File: src/rtl/cfg_reg_pkg.sv
// Shared definitions for the configuration-register arbiter: register
// address constants, FSM state encoding and requester port identity.
package cfg_reg_pkg;

  localparam logic [7:0] ADDR_OUT_LO  = 8'h00;
  localparam logic [7:0] ADDR_OUT_HI  = 8'h01;
  localparam logic [7:0] ADDR_PWM_LO  = 8'h02;
  localparam logic [7:0] ADDR_PWM_HI  = 8'h03;
  localparam logic [7:0] ADDR_DUTY    = 8'h04;
  localparam logic [7:0] ADDR_LOCK    = 8'h05;

  typedef enum logic {
    ST_IDLE  = 1'b0,
    ST_GRANT = 1'b1
  } state_e;

  typedef enum logic {
    PORT_SPI = 1'b0,
    PORT_SEQ = 1'b1
  } port_id_e;

endpackage

File: src/rtl/rr_arb2.sv
// Two-way round-robin arbiter. req_i[0] is the SPI port, req_i[1] the
// sequencer port. The preference pointer moves only when accept_i says the
// current grant was taken, so an unaccepted grant does not rotate priority.
module rr_arb2
  import cfg_reg_pkg::*;
(
  input  logic       clk,
  input  logic       rst_n,
  input  logic [1:0] req_i,
  input  logic       accept_i,
  output logic [1:0] gnt_o
);

  port_id_e pref_q, pref_d;

  // Grant: a lone requester always wins; on a tie the preferred port wins.
  always_comb begin
    // NOTE: every output of a combinational block gets a default first so no path leaves it unassigned and infers a latch.
    gnt_o = req_i;
    if (req_i == 2'b11) begin
      gnt_o = (pref_q == PORT_SEQ) ? 2'b10 : 2'b01;
    end
  end

  // Next preference: the port that did not just win.
  always_comb begin
    pref_d = pref_q;
    if (accept_i && (gnt_o != 2'b00)) begin
      pref_d = gnt_o[0] ? PORT_SEQ : PORT_SPI;
    end
  end

  // Preference pointer register; SPI preferred out of reset.
  always_ff @(posedge clk or negedge rst_n) begin
    if (!rst_n) begin
      pref_q <= PORT_SPI;
    end else begin
      // NOTE: state registers use non-blocking assignment so all flops update together at the edge.
      pref_q <= pref_d;
    end
  end

endmodule

File: src/rtl/cfg_reg_arbiter.sv
// Configuration register bank shared by an SPI requester and an on-chip
// sequencer. An IDLE/GRANT FSM accepts one write every two cycles; the
// round-robin arbiter picks the port. Optional feature macro CFG_LOCK_EN
// adds an SPI-only lock register at 0x05 that blocks sequencer writes.
module cfg_reg_arbiter
  import cfg_reg_pkg::*;
#(
  parameter logic [7:0] DUTY_RST = 8'h00,
  parameter int         ADDR_W   = 7
) (
  input  logic              clk,
  input  logic              rst_n,
  input  logic              spi_wr_valid,
  input  logic [ADDR_W-1:0] spi_wr_addr,
  input  logic [7:0]        spi_wr_data,
  output logic              spi_wr_ready,
  input  logic              seq_wr_valid,
  input  logic [ADDR_W-1:0] seq_wr_addr,
  input  logic [7:0]        seq_wr_data,
  output logic              seq_wr_ready,
  output logic [7:0]        en_reg_out_7_0,
  output logic [7:0]        en_reg_out_15_8,
  output logic [7:0]        en_reg_pwm_7_0,
  output logic [7:0]        en_reg_pwm_15_8,
  output logic [7:0]        pwm_duty_cycle,
  output logic              wr_err
);

  state_e      state_q, state_d;
  port_id_e    winner_q, winner_d;
  logic [1:0]  gnt;
  logic        accept;
  logic [ADDR_W-1:0] wr_addr;
  logic [7:0]  wr_data;
  logic [4:0]  we;
  logic        err_d;
  logic        wr_err_q;
  logic [7:0]  out_lo_q, out_hi_q, pwm_lo_q, pwm_hi_q, duty_q;
`ifdef CFG_LOCK_EN
  logic        lock_q;
  logic        lock_we;
`endif

  rr_arb2 u_arb (
    .clk      (clk),
    .rst_n    (rst_n),
    .req_i    ({seq_wr_valid, spi_wr_valid}),
    .accept_i (accept),
    .gnt_o    (gnt)
  );

  // FSM next state: IDLE takes a winner when anyone asks, GRANT lasts one cycle.
  always_comb begin
    state_d  = state_q;
    winner_d = winner_q;
    accept   = 1'b0;
    case (state_q)
      ST_IDLE: begin
        if (gnt != 2'b00) begin
          accept   = 1'b1;
          winner_d = gnt[1] ? PORT_SEQ : PORT_SPI;
          state_d  = ST_GRANT;
        end
      end
      ST_GRANT: state_d = ST_IDLE;
      default:  state_d = ST_IDLE;
    endcase
  end

  // FSM state and latched winner identity.
  always_ff @(posedge clk or negedge rst_n) begin
    if (!rst_n) begin
      state_q  <= ST_IDLE;
      winner_q <= PORT_SPI;
    end else begin
      state_q  <= state_d;
      winner_q <= winner_d;
    end
  end

  assign spi_wr_ready = (state_q == ST_GRANT) && (winner_q == PORT_SPI);
  assign seq_wr_ready = (state_q == ST_GRANT) && (winner_q == PORT_SEQ);

  // Decode the winner's address during GRANT into a write enable or an error.
  always_comb begin
    wr_addr = (winner_q == PORT_SEQ) ? seq_wr_addr : spi_wr_addr;
    wr_data = (winner_q == PORT_SEQ) ? seq_wr_data : spi_wr_data;
    we      = '0;
    err_d   = 1'b0;
`ifdef CFG_LOCK_EN
    lock_we = 1'b0;
`endif
    if (state_q == ST_GRANT) begin
      case (wr_addr)
        ADDR_W'(ADDR_OUT_LO): we[0] = 1'b1;
        ADDR_W'(ADDR_OUT_HI): we[1] = 1'b1;
        ADDR_W'(ADDR_PWM_LO): we[2] = 1'b1;
        ADDR_W'(ADDR_PWM_HI): we[3] = 1'b1;
        ADDR_W'(ADDR_DUTY):   we[4] = 1'b1;
`ifdef CFG_LOCK_EN
        ADDR_W'(ADDR_LOCK): begin
          if (winner_q == PORT_SPI) lock_we = 1'b1;
          else                      err_d   = 1'b1;
        end
`endif
        default: err_d = 1'b1;
      endcase
`ifdef CFG_LOCK_EN
      // A locked bank silently refuses the sequencer but still flags it.
      if ((winner_q == PORT_SEQ) && lock_q && (we != 5'b0)) begin
        we    = '0;
        err_d = 1'b1;
      end
`endif
    end
  end

  // Register bank and error pulse, updated on the edge that ends GRANT.
  always_ff @(posedge clk or negedge rst_n) begin
    if (!rst_n) begin
      out_lo_q <= 8'h00;
      out_hi_q <= 8'h00;
      pwm_lo_q <= 8'h00;
      pwm_hi_q <= 8'h00;
      duty_q   <= DUTY_RST;
      wr_err_q <= 1'b0;
    end else begin
      if (we[0]) out_lo_q <= wr_data;
      if (we[1]) out_hi_q <= wr_data;
      if (we[2]) pwm_lo_q <= wr_data;
      if (we[3]) pwm_hi_q <= wr_data;
      if (we[4]) duty_q   <= wr_data;
      wr_err_q <= err_d;
    end
  end

`ifdef CFG_LOCK_EN
  // Lock bit, writable only from the SPI port.
  always_ff @(posedge clk or negedge rst_n) begin
    if (!rst_n)       lock_q <= 1'b0;
    else if (lock_we) lock_q <= wr_data[0];
  end
`endif

  assign en_reg_out_7_0  = out_lo_q;
  assign en_reg_out_15_8 = out_hi_q;
  assign en_reg_pwm_7_0  = pwm_lo_q;
  assign en_reg_pwm_15_8 = pwm_hi_q;
  assign pwm_duty_cycle  = duty_q;
  assign wr_err          = wr_err_q;

endmodule

File: config.mk
export PLATFORM = sky130hd
export DESIGN_NAME = cfg_reg_arbiter
export DESIGN_NICKNAME = d
export VERILOG_FILES = /design/src/rtl/cfg_reg_pkg.sv /design/src/rtl/rr_arb2.sv /design/src/rtl/cfg_reg_arbiter.sv
export SDC_FILE = /design/constraint.sdc
export NUM_CORES = 1
export LEC_CHECK = 0
export CORE_MARGIN = 1
export CORE_UTILIZATION = 35
export CTS_BUF_LIST = sky130_fd_sc_hd__clkbuf_16
export DETAILED_ROUTE_END_ITERATION = 16
export GPL_ROUTABILITY_DRIVEN = 0
export PLACE_DENSITY = 0.67
export SETUP_SLACK_MARGIN = 0.2
export SLEW_MARGIN = 20
export SYNTH_ARGS = -nofsm -noshare
export SYNTH_HDL_FRONTEND = slang
export SYNTH_SLANG_ARGS = --single-unit
File: constraint.sdc
create_clock -name clk -period 3.36 [get_ports clk]
set_clock_uncertainty 0.1 [all_clocks]
set_input_delay 0.84 -clock clk [delete_from_list [all_inputs] [get_ports clk]]
set_output_delay 0.84 -clock clk [all_outputs]
set_load 0.01 [all_outputs]
==> run metrics, run 1 <==
status completed; Synth top area share 56.6%; ys flop type dfrtp_1; Worst setup EP type flop; total gr overflow 0; worst setup path startpoint seq_wr_addr[3]; Max rail drop VDD approximately 0.00029 V; PnR Total Power between 1.5 and 2 mW; Hold Crit Class reg2reg; row cnt 26; TNS Setup 0 ns; Antenna Cells 0; RSZ-0062 raised after global routing no; top post-synthesis cells by area dfrtp_1, mux2_2, nor3_4, mux2_1, nor4_4; final hold vios 0; htree depth 2; number of port buffers between 70 and 80; CTS tree yes; Final Cycle Share a little over four fifths; Peak Freq approximately 350 MHz; first-pass GRT wire length 7820 um; GRT Overall Usage 17.5%; Top delay family on crit path simple AND/OR/NAND/NOR gates; power density of the placed cells approximately 570 nW/um2; Die Span Y between 70 and 80 um; Static Leak around 1.3 nW; number of buffers created by CTS 5; CP max-delay cell nor3_4; clk sink count 44; Reg-to-Reg Start winner_q$_DFFE_PN0P_; Worst Path Arrival between 2 and 3 ns; EDFF count, synth 0; largest net degree at the start of global routing 45; initial antenna violation count 0; worst rel slew slack between 30% and 40%; final wirelength around 4700 um; Die Wd ~77 um; synthesized area 1940 um2; syn nets 164; clk_lat worst skew 0.27 ns; Non-Filler Instances between 200 and 300; number of buffers and inverters on the critical path 1; vias in the first global route ~1,600; cell taking the most area after synthesis dfrtp_1; # IOs 77; root buf cell clkbuf_16; Initial Util 37.1%; Setup Buffers After CTS 0; CP Launch Type input pin; Cell variety after synth 22; fillers roughly 440; post-cts hold buffer count 0; # nets final roughly 250; drt pass-1 iters 4; post-route ant nets 0; # Max-Cap Violations 0; Critical Path RT 3.42 ns; CP max stage delay roughly 0.49 ns; Clock Path Buffers 2; Die Area 5860 um2; detailed-route DRC error count 0; min Tclk post-route approximately 2.8 ns; Post-Place Cells around 280; CP cell instances clkdlybuf4s50_1 > mux2_1 > or2_0 > nor3_4 > mux2_2; post-synthesis sequential area ratio 56.6%; detail-routed via count per cell slightly below 5; kind of critical path in2reg; share of post-route cells with drive strength above 1 29.9%; initial DRC count 17; per-cell routed wire length ~17 um; most common library cells after synthesis dfrtp_1, mux2_2, nor2_1, mux2_1, nor3_4; Layout area overhead 52.3%; dpl hpwl approximately 3400 um; Synth Instances between 100 and 150; Seq cells post-synth 44; Slew @ Worst Pin 0.952 ns; Worst Hold Launch state_q$_DFF_PN0_; CP Max Fanout 8; ys async rst share 100%; final setup fails 0; average size of a mapped cell 15.0 um2; Clock transition at path regs ~0.050 ns; YS warnings 0; post-CTS sizing 0; Slew Viols, Final 0; total number of vias 1,388; Core Region 5240 um2
## routing by layer
layer  part of all wire, %  GRT usage [%]  routed length (um)
met5                     0              0                   0
met4                  0.13           4.04                   6
met3                   8.5           6.83                 399
met2                    48           28.0                2280
met1                    43           22.3                2020
## state kept, by name, summed over array words and instances (netlist names)
register,count
en_reg_out_15_8,8
en_reg_out_7_0,8
en_reg_pwm_15_8,8
en_reg_pwm_7_0,8
pwm_duty_cycle,8
state_q,1
u_arb.pref_q,1
winner_q,1
wr_err,1
## placed cells by master (no fill, tap or decap), drive strengths merged, types with 3 or more instances in the layout
| cell type | netlist | routed |
|---|---|---|
| mux2 | 49 | 49 |
| inv | 3 | 3 |
| clkdlybuf4s50 | 0 | 75 |
| nor3 | 4 | 4 |
| nor2 | 7 | 7 |
| dfrtp | 44 | 44 |
| a21oi | 3 | 3 |
| clkbuf | 0 | 5 |
| buf | 3 | 6 |
## per-stage QoR
| stage | hold slack (ns) | area [um2] | worst slack, ns | util, % |
|---|---|---|---|---|
| after detailed placement | 0.374 | 2810 | 0.240 | 53.6 |
| final | 0.375 | 2960 | 0.539 | 56.5 |
| after global routing | 0.414 | 2960 | 0.360 | 56.5 |
| after floorplan | 0.338 | 1940 | 0.923 | - |
| after global placement | 0.363 | 2810 | 0.294 | 53.6 |
| after CTS | 0.381 | 2960 | 0.528 | 56.5 |
## report_power, final
group / leakage (nW) / switching [mW] / internal (mW)
Sequential: 0.594 / 0.0630 / 0.627
Clock: 0.0757 / 0.173 / 0.342
Combinational: 0.661 / 0.196 / 0.295
Total: 1.33 / 0.432 / 1.26
## kinds of logic after synthesis
kind of cell	Yosys count	synth area share, %
mux	50	29.1
flops	44	56.6
simple gates	20	9.01
compound gates	10	3.73
buf+inv	6	1.54
## cell type report
class,count,area (um2),share of cell area [%]
Sequential cell,44,1100,37.2
Multi-Input combinational cell,80,813,27.5
Timing Repair Buffer,81,793,26.8
Clock buffer,5,125,4.22
Tap cell,70,87.6,2.96
Clock inverter,1,30.0,1.01
Inverter,3,11.3,0.380
## worst paths after layout
path	slack, ns	cells past startpoint	endpoint
max reg2reg	0.69	5	en_reg_pwm_15_8[3]$_DFFE_PN0P_
min reg2reg	0.38	1	state_q$_DFF_PN0_
min	0.38	1	state_q$_DFF_PN0_
min in group asynchronous	0.61	1	pwm_duty_cycle[7]$_DFFE_PN0P_
max in group asynchronous	1.95	1	state_q$_DFF_PN0_
max	0.54	5	en_reg_pwm_15_8[3]$_DFFE_PN0P_
(Power assumes the default switching activity.)
==> inputs of run 2 (changes only) <==
--- a/config.mk
+++ b/config.mk
@@ -10,7 +10,7 @@
 export CTS_BUF_LIST = sky130_fd_sc_hd__clkbuf_16
 export DETAILED_ROUTE_END_ITERATION = 16
 export GPL_ROUTABILITY_DRIVEN = 0
-export PLACE_DENSITY = 0.67
+export PLACE_DENSITY = 0.69
 export SETUP_SLACK_MARGIN = 0.2
 export SLEW_MARGIN = 20
 export SYNTH_ARGS = -nofsm -noshare
==> constraint.sdc (replaced) <==
create_clock -name clk -period 2.43 [get_ports clk]
set_clock_uncertainty 0.1 [all_clocks]
set_input_delay 0.6075 -clock clk [delete_from_list [all_inputs] [get_ports clk]]
set_output_delay 0.6075 -clock clk [all_outputs]
set_load 0.01 [all_outputs]
==> run 2 against run 1 <==
Effect of this change: sequential share of layout area shrank 4.2 points; register-to-register slack worse by 0.49 ns; via count grew 5.7%; power up 50%; first-iteration DRC count increased by 76%; combinational power rose by 69%; critical path depth grew 3; sequential power up 39%; cell count is 8.5% higher; critical path type is now reg2reg; largest cell class unchanged; largest power group unchanged.
==> run metrics, run 2 (synthesis results as in run 1) <==
kind of critical path reg2reg (was in2reg); Clock transition at path regs 0.06 ns (was 0.05 ns); RSZ-0062 raised after global routing yes (was no); CP cell instances buf_6 > mux2_4 > or2_1 > buf_6 > buf_6 > nor3_4 > buf_6 > mux2_4 (was clkdlybuf4s50_1 > mux2_1 > or2_0 > nor3_4 > mux2_2); Multi-input gate area 961 um2 (was 813 um2); clk_lat worst skew 0.28 ns (was 0.27 ns); Die Span Y 76.5 um (unchanged); Layout area overhead 71.9% (was 52.3%); Slew Viols, Final 0 (unchanged); initial DRC count 30 (was 17); Non-Filler Instances 308 (was 284); row cnt 26 (unchanged); final setup fails 0 (unchanged); Core Region 5240 um2 (unchanged); PnR Total Power 2.55 mW (was 1.70 mW); # IOs 77 (unchanged); Clock Path Buffers 2 (unchanged); Initial Util 37.1% (unchanged); GRT Overall Usage 18.2% (was 17.5%); Worst setup EP type flop (unchanged); Die Area 5860 um2 (unchanged); Slew @ Worst Pin 0.790 ns (was 0.952 ns); Max rail drop VDD 0.000415 V (was 0.000291 V); commonest non-fill, non-tap cell in the layout clkdlybuf4s50_1 (unchanged); total number of vias 1,467 (was 1,388); min Tclk post-route approximately 2.2 ns; final wirelength 5280 um (was 4710 um); total gr overflow 0 (unchanged); CP Max Fanout 5 (was 8); Die Wd 76.5 um (unchanged); largest net degree at the start of global routing 38 (was 45); clk sink count 44 (unchanged); Peak Freq roughly 450 MHz; Crit path top cell by count buf_6; CP max-delay cell dfrtp_2 (was nor3_4); fillers 383 (was 444); share of post-route cells with drive strength above 1 40.3% (was 29.9%); worst setup margin 0.200 ns (was 0.539 ns); root buf cell clkbuf_16 (unchanged); htree depth 2 (unchanged); vias in the first global route 1,584 (was 1,551); drt pass-1 iters 3 (was 4); FF+latch area 1100 um2 (about the same); detail-routed via count per cell 4.76 (was 4.89); number of port buffers 76 (unchanged); final hold vios 0 (unchanged); dpl ws -0.229 ns (was 0.240 ns); Antenna Cells 0 (unchanged); # Max-Cap Violations 0 (unchanged); CP Launch Type flop (was input pin); CP max stage delay 0.43 ns (was 0.49 ns); dpl hpwl 3710 um (was 3430 um); per-cell routed wire length 17.1 um (was 16.6 um); number of buffers created by CTS 5 (unchanged); power density of the placed cells 763 nW/um2 (was 573 nW/um2); Post-Place Cells 293 (was 278); worst rel slew slack 47.3% (was 36.5%); Final Cycle Share 91.8%; hold slack 0.307 ns (was 0.375 ns); Worst Path Arrival 2.29 ns (was 2.88 ns); most frequent cells in the layout clkdlybuf4s50_1, dfrtp_1, mux2_4 (was clkdlybuf4s50_1, mux2_2, dfrtp_1); Static Leak 1.55 nW (was 1.33 nW); initial antenna violation count 0 (unchanged); post-route ant nets 0 (unchanged); post-cts hold buffer count 0 (unchanged); detailed-route DRC error count 0 (unchanged); Hold Crit Class in2async (was reg2reg); CTS tree yes (unchanged); status completed (unchanged); Critical Path RT 2.49 ns (was 3.42 ns); first-pass GRT wire length 8220 um (was 7820 um); # nets final 271 (was 249)
## run 2: changes by cell type in the layout (fill, tap and decap cells not counted), moves of 3 or more
cell             delta
dlymetal6s2s_1      +4
buf_6              +12
buf_4              +10
dlygate4sd2_1       +3
mux2_4             +35
mux2_2             -30
clkdlybuf4s50_1     -7
mux2_1              -5
## run 2: final cells by class
| type | instances | area share, % |
|---|---|---|
| Inverter | 3 | 0.337 |
| Sequential cell | 44 | 33.0 |
| Clock buffer | 5 | 3.74 |
| Tap cell | 70 | 2.62 |
| Multi-Input combinational cell | 80 | 28.7 |
| Timing Repair Buffer | 103 | 30.2 |
| Clock inverter | 3 | 1.38 |
## run 2: stage by stage
step | utilization, % | area [um2] | TNS (ns)
final | 63.8 | 3340 | 0
after global routing | 63.8 | 3340 | 0
after CTS | 60.9 | 3190 | 0
after detailed placement | 55.7 | 2920 | -7.01
after global placement | 55.7 | 2920 | -6.35
after floorplan | - | 1940 | 0
## run 2: critical path: cells and delay by family, from the launching register on
family	cells	cell delay (ns)
buffers and inverters	4	0.54
and+or+nand+nor	2	0.45
muxes	2	0.59
DFF	1	0.43
## run 2: per-layer routing
layer,up-vias,routed length (um),GRT usage [%]
li1,681,-,-
met1,744,2280,22.4
met2,40,2750,31.1
met3,2,224,4.91
met4,0,27,5.19
met5,-,0,0
## run 2: power breakdown
part           total [mW]  switching (mW)  internal [mW]
logic               0.832           0.310          0.522
clock network       0.762           0.274          0.488
registers           0.958          0.0900          0.868
total                2.55           0.674           1.88
## run 2: final timing paths
path / depth (start not counted) / slack [ns] / end / startpoint
worst max-delay path: 8 / 0.20 / en_reg_out_15_8[3]$_DFFE_PN0P_ / winner_q$_DFFE_PN0P_
worst min-delay path: 1 / 0.31 / en_reg_out_7_0[0]$_DFFE_PN0P_ / rst_n
worst max register to register: 8 / 0.20 / en_reg_out_15_8[3]$_DFFE_PN0P_ / winner_q$_DFFE_PN0P_
worst min register to register: 1 / 0.39 / state_q$_DFF_PN0_ / state_q$_DFF_PN0_
max in group asynchronous: 2 / 1.30 / pwm_duty_cycle[5]$_DFFE_PN0P_ / rst_n
min in group clk: 1 / 0.39 / state_q$_DFF_PN0_ / state_q$_DFF_PN0_
## run 2: what timing repair did
item | in CTS | in global routing
setup endpoints to repair | 42 | 42
gates resized for setup | 19 | 40
setup buffers | 6 | 1
pin swaps | 6 | 8
